$ cat config.mk
export PLATFORM = sky130hd
export DESIGN_NAME = clk_monitor
export DESIGN_NICKNAME = d
export VERILOG_FILES = /design/src/rtl/sync_2ff.sv /design/src/rtl/clk_monitor.sv
export SDC_FILE = /design/constraint.sdc
export NUM_CORES = 1
export LEC_CHECK = 0
export CAP_MARGIN = 10
export CORE_ASPECT_RATIO = 1.4
export CORE_UTILIZATION = 26
export CTS_CLUSTER_SIZE = 10
export DETAILED_ROUTE_END_ITERATION = 7
export GPL_ROUTABILITY_DRIVEN = 0
export PLACE_DENSITY = 0.4
export SYNTH_ARGS = -nofsm -noshare
export SYNTH_HDL_FRONTEND = slang
export SYNTH_HIERARCHICAL = 1
export SYNTH_SLANG_ARGS = --single-unit
$ cat constraint.sdc
create_clock -name clk -period 3.5 [get_ports clk]
set_input_delay 0.7 -clock clk [delete_from_list [all_inputs] [get_ports clk]]
set_output_delay 0.7 -clock clk [all_outputs]
set_load 0.03 [all_outputs]
$ cat src/rtl/sync_2ff.sv
// Two-stage synchronizer for bringing asynchronous level signals into the clk domain.
module sync_2ff #(
  parameter int WIDTH = 1
) (
  input  logic             clk,
  input  logic             reset,
  input  logic [WIDTH-1:0] d,
  output logic [WIDTH-1:0] q
);

  logic [WIDTH-1:0] s0;

  always_ff @(posedge clk) begin
    if (reset) begin
      s0 <= '0;
      q  <= '0;
    end else begin
      s0 <= d;
      q  <= s0;
    end
  end

endmodule

$ cat src/rtl/clk_monitor.sv
// Measures period, high time and rising-edge count of a slow monitored clock in clk cycles,
// and flags the input as stalled when no rising edge arrives within TIMEOUT cycles.
//
// state     | meaning
// IDLE      | disabled; outputs hold their last values
// WAIT_EDGE | enabled, waiting for a first rise to start a full-period measurement
// MEASURE   | counting since the last rise; next rise reports a period
module clk_monitor #(
  parameter int COUNTER_BITS = 32,
  parameter int EDGE_BITS    = 32,
  parameter int TIMEOUT      = 1024
) (
  input  logic                    clk,
  input  logic                    reset,
  input  logic                    clk_i,
  input  logic                    enable,
  input  logic                    clear_count,
  output logic [COUNTER_BITS-1:0] period_o,
  output logic [COUNTER_BITS-1:0] high_o,
  output logic                    valid_o,
  output logic [EDGE_BITS-1:0]    edge_count_o,
  output logic                    stalled_o
);

  typedef enum logic [1:0] {
    IDLE      = 2'd0,
    WAIT_EDGE = 2'd1,
    MEASURE   = 2'd2
  } state_t;

  state_t state, state_next;

  logic s1, s2;
  logic rise, fall;
  logic [COUNTER_BITS-1:0] cnt, hcnt;
  logic meas_rise;
  logic active, timeout, take_period, take_high, count_rise;

  sync_2ff #(.WIDTH(1)) u_sync (
    .clk   (clk),
    .reset (reset),
    .d     (clk_i),
    .q     (s1)
  );

  always_ff @(posedge clk) begin
    if (reset) s2 <= 1'b0;
    else       s2 <= s1;
  end

  assign rise = s1 & ~s2;
  assign fall = ~s1 & s2;

  always_comb begin
    state_next  = state;
    timeout     = 1'b0;
    case (state)
      IDLE: begin
        if (enable) state_next = WAIT_EDGE;
      end
      WAIT_EDGE: begin
        if (!enable)   state_next = IDLE;
        else if (rise) state_next = MEASURE;
      end
      MEASURE: begin
        if (!enable) begin
          state_next = IDLE;
        end else if (!rise && (cnt == COUNTER_BITS'(TIMEOUT))) begin
          timeout    = 1'b1;
          state_next = WAIT_EDGE;
        end
      end
      default: state_next = IDLE;
    endcase
    active      = enable && (state != IDLE);
    take_period = active && (state == MEASURE) && rise;
    // high time is only meaningful once a rise inside MEASURE has restarted hcnt
    take_high   = active && (state == MEASURE) && fall && meas_rise && !timeout;
    count_rise  = active && rise;
  end

  always_ff @(posedge clk) begin
    if (reset) state <= IDLE;
    else       state <= state_next;
  end

  always_ff @(posedge clk) begin
    if (reset) begin
      cnt          <= '0;
      hcnt         <= '0;
      meas_rise    <= 1'b0;
      period_o     <= '0;
      high_o       <= '0;
      valid_o      <= 1'b0;
      edge_count_o <= '0;
      stalled_o    <= 1'b0;
    end else begin
      valid_o <= take_period;

      if (active) begin
        if (rise)                   cnt <= COUNTER_BITS'(1);
        else if (state == MEASURE)  cnt <= cnt + 1'b1;
        if (rise)                   hcnt <= COUNTER_BITS'(1);
        else if (hcnt != '1)        hcnt <= hcnt + 1'b1;
      end

      if (state_next != MEASURE) meas_rise <= 1'b0;
      else if (take_period)      meas_rise <= 1'b1;

      if (timeout) begin
        stalled_o <= 1'b1;
        period_o  <= '0;
        high_o    <= '0;
      end else begin
        if (take_period) period_o <= cnt;
        if (take_high)   high_o   <= hcnt;
        if (active && (state == WAIT_EDGE) && rise) stalled_o <= 1'b0;
      end

      if (clear_count)
        edge_count_o <= count_rise ? EDGE_BITS'(1) : '0;
      else if (count_rise && (edge_count_o != '1))
        edge_count_o <= edge_count_o + 1'b1;
    end
  end

endmodule

Word level (Yosys, flattened, before mapping)
Cells that the tools add are included. W data, S select, Z words.

Reductions and logical operators: 23. Bitwise logic cells: 4. Add/sub/neg operators: 3. Muxes and demuxes: 18. Equality and inequality tests: 6.

Operators by type and width (number): $mux W32 (6); $add A32 B1 Y32 const B (3); $ne A32 B32 Y1 const B (2); $eq A32 B11 Y1 const B (1); $logic_and A1 B1 Y1 (11); $mux W2 (5); $reduce_bool A2 Y1 (5); $mux W1 (6); $pmux W2 S3 (1); $reduce_and A2 Y1 (2); $reduce_or A2 Y1 (2); $and A1 B1 Y1 (2); $eq A2 B1 Y1 const B (1); $eq A2 B2 Y1 const B (1); $logic_not A1 Y1 (2); $logic_not A2 Y1 (1); $ne A2 B2 Y1 const B (1); $not A1 Y1 (2).

Input bits: 5. Flip-flop bits (word level): 168. Logic and storage cells: 66. Output and inout bits: 98.

Depth between registers and ports, before layout
Gate-level depths: netlist of the first run.

Word-level depth: 9. Depth in mapped cells: 9.

Hierarchy
Netlist of the first run, hierarchy kept.

Modules (own cells, without submodules): clk_monitor (area each 7350.8 um2, cells each 902, instances 1); sync_2ff (area each 52.6 um2, cells each 4, instances 1).

Worst setup path after synthesis of the first run
OpenSTA, ideal clock, no wires.

Path kind: register to register. Start point: register edge_count_o[1]. End point: register edge_count_o[14]. Path buffers: 1. Stages on the path, launching flop included: 8. Clock period less this slack: 2.428 ns. Data arrival time: 2.296 ns. Library setup time: 0.132 ns. Setup slack: 1.072 ns. Path through: dfxtp_1 ha_1 nand3_1 or4_1 nor3_1 clkbuf_1 or3_1 a21oi_1.

Word-level cells in the longest chain between the ends: 3.

Ends and longest elaborated chain: from (decl) (line clk_monitor.sv:21) `output logic [EDGE_BITS-1:0] edge_count_o,`; from (signal assigned) (line clk_monitor.sv:121) `edge_count_o <= count_rise ? EDGE_BITS'(1) : '0;`; from (signal assigned) (line clk_monitor.sv:123) `edge_count_o <= edge_count_o + 1'b1;`; $add A32 B1 Y32 / $ne A32 B32 Y1 (equally long branches) (line clk_monitor.sv:123, clk_monitor.sv:122); $mux W32 / $logic_and A1 B1 Y1 (equally long branches) (line clk_monitor.sv:122) `else if (count_rise && (edge_count_o != '1))`; $mux W32 / $reduce_bool A2 Y1 (equally long branches).

Several ways; a longest one is shown, not always the timed one. The select of a mux whose other input is x is not followed. A chain may end at the register's enable or synchronous reset.

Final worst setup path of the first run
Start point: register edge_count_o[1]. End point: register edge_count_o[11].

The elaborated chain is that of the path after synthesis.

==> results of run 1 <==
-- logic make-up (layout without fill, tap and decap cells) --
| family | count (synthesis) | count (layout) | share of synthesized area, % |
|---|---|---|---|
| flip-flops | 168 | 168 | 45.4 |
| XOR/XNOR | 37 | 37 | 4.38 |
| buffers and inverters | 64 | 176 | 3.46 |
| AO/OA/AOI/OAI | 230 | 230 | 17.7 |
| AND/OR/NAND/NOR | 402 | 402 | 28.2 |
| adder cells (fa/ha/maj) | 4 | 4 | 0.676 |
| multiplexers | 1 | 1 | 0.135 |
-- critical path, delay by kind of cell, from the launching register on --
kind	cells	cell delay [ns]
compound gates	2	1.05
simple gates	3	0.66
flops	1	0.45
fa+ha+maj	1	0.28
buf+inv	1	0.28
-- flip-flops by register name, indices dropped and copies added (netlist names) --
register / cells
cnt: 32
edge_count_o: 32
hcnt: 32
high_o: 32
period_o: 32
state: 2
meas_rise: 1
s2: 1
stalled_o: 1
u_sync/q: 1
u_sync/s0: 1
valid_o: 1
-- stage by stage --
| stage | std cells | setup slack [ns] | hold slack (ns) |
|---|---|---|---|
| detailed placement | 1356 | 0.372 | 0.427 |
| CTS | 1388 | 0.604 | 0.444 |
| global placement | 1356 | 0.455 | 0.418 |
| global route | 1388 | 0.484 | 0.465 |
| finish | 1388 | 0.680 | 0.444 |
| floorplan | 906 | 1.07 | 0.414 |
-- cell usage in the layout (no fill, tap or decap), drive strengths merged, types with 4 or more instances in the layout --
cell | synthesis | layout
clkbuf | 38 | 21
nor3 | 13 | 13
or3 | 31 | 31
or4 | 20 | 20
xor2 | 25 | 25
o31ai | 13 | 13
a211oi | 12 | 12
nor2b | 4 | 4
xnor2 | 12 | 12
dfxtp | 168 | 168
clkinv | 0 | 4
nand2 | 111 | 111
o31a | 4 | 4
nor4 | 17 | 17
o21ai | 63 | 63
or2 | 6 | 6
clkdlybuf4s50 | 0 | 102
nand3 | 64 | 64
nor2 | 54 | 54
buf | 10 | 26
and4 | 8 | 8
nand4 | 42 | 42
ha | 4 | 4
and2 | 5 | 5
o21a | 6 | 6
inv | 16 | 16
bufinv | 0 | 4
and3 | 16 | 16
a21oi | 113 | 113
nand2b | 4 | 4
-- where the power goes --
part	internal (mW)	switching (mW)	total [mW]
Sequential	1.91	0.00351	1.92
Clock	1.25	0.804	2.06
Combinational	0.0200	0.0529	0.0729
Total	3.19	0.860	4.05
-- routing by layer --
metal  part of all wire [%]  vias to the layer above
met5                      0                        -
met4                    1.6                        0
met3                    3.0                       23
met2                     48                      120
met1                     48                     3252
li1                       -                     3501
-- worst paths after layout --
path | to | slack [ns] | cells past startpoint
worst max-delay path | edge_count_o[11] | 0.68 | 7
worst min-delay path | u_sync/q | 0.44 | 1
worst min register to register | u_sync/q | 0.44 | 1
worst max register to register | edge_count_o[11] | 0.68 | 7
-- cell type report --
| class | count | area, um^2 | share of cell area, % |
|---|---|---|---|
| multi-input cells | 674 | 3810 | 39.7 |
| repair buffers | 128 | 1250 | 13.1 |
| flip-flops and latches | 168 | 3360 | 35.1 |
| clock buffers | 21 | 470 | 4.90 |
| clock inverters | 11 | 170 | 1.77 |
| well taps | 370 | 463 | 4.83 |
| inverters | 16 | 60.1 | 0.626 |
==> results.py, run 1 <==
metrics = {
    "grt": {
        "grt_overflow": 0,
        "grt_max_degree": 52,
        "grt_pass1_vias": 6545,
        "grtUsageTotal_pct": 15.7,
        "use_met2_pct": 25.6,
        "grt_use_met1_pct": 20.5,
        "grt.busiest_layer": "met2",
        "antenna_found_initial": 0,
        "use_met3_pct": 3.00,
        "grt_pass1_wl_um": 35800,
    },
    "final_layout": {
        "drive_gt1_share_pct": 8.35,
        "fin_area_mm2": 0.00959,
        "n_fill_cell": 2948,
        "final_util_pct": 34.5,
        "nets": 1014,
        "syn2layout_area_growth_pct": 29.6,
        "antenna_cells": 0,
    },
    "setup_path": {
        "start_kind": "flip-flop",
        "slowest_stage": "o31ai_2",
        "slowest_delay_ns": 0.88,
        "path_cells": "ha_1 -> nand4_1 -> or4_1 -> o31ai_2 -> buf_4 -> nor4_1 -> o21a_1",
        "crit_start": "edge_count_o[1]",
        "critPathMaxFanout": 14,
        "end_kind": "flip-flop",
        "r2r-start": "edge_count_o[1]",
        "critical_path_class": "flip-flop to flip-flop",
        "crit_arrival_ns": 3.15,
        "worst_ep_required_time_ns": 3.83,
    },
    "yosys": {
        "avgSynthCellArea_um2": 8.17,
        "synth_nets": 915,
        "yosysUniqueCellTypes": 55,
        "ys_seq_area_share_pct": 45.4,
        "async_reset_ff_share_pct": 0,
        "ys_seq_elements": 168,
        "synth_edf_count": 0,
        "yosys-top-cells-area": "dfxtp_1 (45%), a21oi_1 (7.6%), nand2_1 (5.6%)",
        "yosysWarnings": 6,
        "synth_common_cells": "dfxtp_1 (168), a21oi_1 (113), nand2_1 (111), nand3_1 (64), o21ai_0 (62)",
        "synth_top_area_cell": "dfxtp_1",
        "yosysMostFrequentCell": "dfxtp_1",
        "syn_area_mm2": 0.00740,
        "synthFlopType": "dfxtp_1",
        "synth_cells": 906,
        "synth_top_area_share_pct": 45.4,
    },
    "clock_tree": {
        "clock_latency_ns": 0.44,
        "root_buffer": "clkbuf_16",
        "cts.sinks": 168,
        "cts_tree": "done",
        "cts_resized": 0,
        "cts_max_level": 4,
        "cts_buffer_depth": 2,
        "cts_buffers": 17,
        "clkTransAtPathRegs_ns": 0.07,
        "cts_setup_buffers": 0,
        "cts.hold.buffers_added": 0,
    },
    "floorplan": {
        "dieArea_mm2": 0.0292,
        "die_h_um": 202,
        "start_util_pct": 26.6,
        "rows": 72,
        "die_width_um": 145,
        "ios": 103,
        "core-area_mm2": 0.0278,
    },
    "routing": {
        "drt_iter0_drc": 337,
        "drc_errors": 0,
        "first_pass_iters": 5,
        "drt-wirelength-per-cell_um": 15.8,
        "vias": 6896,
        "antenna_left": 0,
        "vias_per_cell": 4.97,
        "routed_wl_um": 21900,
    },
    "placed_design": {
        "dpl_cell_area_mm2": 0.00895,
        "io_buffers": 102,
        "post-dp-hpwl_um": 15300,
    },
    "power_and_ir_drop": {
        "p_per_area_mw_per_mm2": 422,
        "fin_total_pwr_mw": 4.05,
        "leakage_nw": 2.96,
        "ir_drop_mv": 0.354,
    },
    "timing": {
        "relSlewSlack_pct": 27.2,
        "hold_violations": 0,
        "max_freq_mhz": 355,
        "finalCritPeriodShare_pct": 80.6,
        "post-route-min-period_ns": 2.82,
        "tightest_slew_ns": 1.08,
        "setup_viol": 0,
        "fin_tns_setup_ns": 0,
        "slew_violations": 0,
        "clock_skew_ns": 0.00905,
        "rsz0062_at_grt": "false",
    },
    "worst_hold_path": {
        "hp-class": "flip-flop to flip-flop",
        "worstHoldStart": "u_sync/s0",
    },
    "run_status": {
        "status": "finished clean",
    },
    "job": {
        "maxCapViolations": 0,
    },
}
Power figures use the tool's default switching activity.
==> run 2, diff against run 1 <==
Settings changed: PLACE_DENSITY 0.4 to 0.41.
Clock period 3.5 ns to 2.4 ns, I/O delays scaled along.
==> results.py, run 2 (synthesis gave the netlist of run 1 again) <==
metrics = {
    "run_status": {
        "status": "finished clean",
    },
    "power_and_ir_drop": {
        "fin_total_pwr_mw": 5.73,
        "leakage_nw": 3.29,
        "ir_drop_mv": 0.454,
        "p_per_area_mw_per_mm2": 568,
    },
    "worst_hold_path": {
        "hp-class": "flip-flop to flip-flop",
    },
    "routing": {
        "drt_iter0_drc": 332,
        "routed_wl_um": 22200,
        "drt-wirelength-per-cell_um": 15.2,
        "antenna_left": 0,
        "vias_per_cell": 4.93,
        "drc_errors": 0,
        "first_pass_iters": 5,
        "vias": 7168,
    },
    "timing": {
        "slew_violations": 0,
        "max_freq_mhz": 440,
        "clock_skew_ns": 0.0105,
        "tightest_slew_ns": 0.563,
        "finalCritPeriodShare_pct": 94.8,
        "post-route-min-period_ns": 2.27,
        "relSlewSlack_pct": 62.5,
        "hold_violations": 0,
        "setup_viol": 0,
        "rsz0062_at_grt": "false",
    },
    "grt": {
        "grt_pass1_wl_um": 36300,
        "grt_overflow": 0,
        "grtUsageTotal_pct": 15.8,
        "grt_pass1_vias": 6794,
        "grt_max_degree": 45,
        "antenna_found_initial": 0,
    },
    "setup_path": {
        "r2r_slack_ns": 0.13,
        "critPathMaxFanout": 4,
        "end_kind": "flip-flop",
        "critical_path_class": "flip-flop to flip-flop",
        "crit_start": "edge_count_o[22]",
        "r2r_end": "edge_count_o[30]",
        "crit_end": "edge_count_o[30]",
        "crit_arrival_ns": 2.61,
        "worst_ep_required_time_ns": 2.73,
        "r2r-start": "edge_count_o[22]",
        "r2r_cells": 5,
        "start_kind": "flip-flop",
    },
    "final_layout": {
        "n_fill_cell": 2921,
        "final_cells": 1454,
        "nets": 1080,
        "final_common_cell": "dfxtp_1",
        "final_cell_mix": "dfxtp_1 (164), a21oi_1 (113), nand2_1 (111), clkdlybuf4s50_1 (102), buf_4 (86)",
        "antenna_cells": 0,
        "drive_gt1_share_pct": 14.6,
        "syn2layout_area_growth_pct": 36.4,
    },
    "placed_design": {
        "post-dp-hpwl_um": 15900,
        "dp_cells": 1421,
        "io_buffers": 102,
    },
    "clock_tree": {
        "root_buffer": "clkbuf_16",
        "cts_tree": "done",
        "clock_latency_ns": 0.44,
        "cts.hold.buffers_added": 0,
        "cts_max_level": 4,
        "cts_buffer_depth": 2,
        "clkTransAtPathRegs_ns": 0.07,
        "cts.sinks": 168,
        "cts_buffers": 17,
    },
    "floorplan": {
        "start_util_pct": 26.6,
        "dieArea_mm2": 0.0292,
        "core-area_mm2": 0.0278,
        "die_h_um": 202,
        "ios": 103,
        "die_width_um": 145,
        "rows": 72,
    },
    "job": {
        "maxCapViolations": 0,
    },
}
-- run 2: report_power, final --
part	leakage (nW)	switching [mW]	internal, mW
clock network	0.283	1.26	1.56
logic	1.65	0.0794	0.0421
registers	1.36	0.00479	2.79
-- run 2: timing repair --
item,4_1_cts,5_1_grt
setup buffers,0,1
endpoints found under the setup margin,0,11
resized for setup,0,2
-- run 2: worst min path at each step --
stage | from | to | cells past startpoint
5_1_grt | period_o[5] | period_o[5] | 2
6_report | period_o[7] | period_o[7] | 2
2_1_floorplan | u_sync/s0 | u_sync/q | 1
3_5_place_dp | period_o[7] | period_o[7] | 2
4_1_cts | period_o[7] | period_o[7] | 2
3_3_place_gp | period_o[5] | period_o[5] | 2
-- run 2: stage by stage --
step | hold slack, ns | TNS, ns | utilization, % | instance area, um^2 | setup WS [ns]
floorplan | 0.414 | 0 | - | 7410 | 0.0302
global placement | 0.445 | -0.481 | 34.1 | 9490 | -0.115
detailed placement | 0.447 | -0.829 | 34.1 | 9490 | -0.117
CTS | 0.456 | 0 | 36.2 | 10100 | 0.0729
global route | 0.471 | 0 | 36.3 | 10100 | 0.0223
finish | 0.452 | 0 | 36.3 | 10100 | 0.125
-- run 2: layer usage --
metal  share of wire, %  GRT usage (%)
met3                2.9           3.33
met5                  0              0
met4                1.1           4.74
met1                 46           20.4
met2                 50           26.2
-- run 2: worst max-delay path: stages (launching register included) --
cell and delay (ns):
dfxtp_1 0.38, nand4_1 0.20, or4_1 0.65, or4_1 0.57
o21a_1 0.20, o21a_1 0.17
-- run 2: final cells by class --
class | count | area [um^2] | area share (%)
well taps | 370 | 463 | 4.59
clock inverters | 15 | 169 | 1.67
flip-flops and latches | 168 | 3370 | 33.4
multi-input cells | 674 | 3820 | 37.9
inverters | 16 | 60.1 | 0.595
repair buffers | 194 | 1790 | 17.7
clock buffers | 17 | 425 | 4.21
==> run 3, diff against run 2 <==
Settings changed: CTS_CLUSTER_DIAMETER set to 80.
==> results of run 3 <==
Final layout, timing and power as in run 2 (identical DEF).
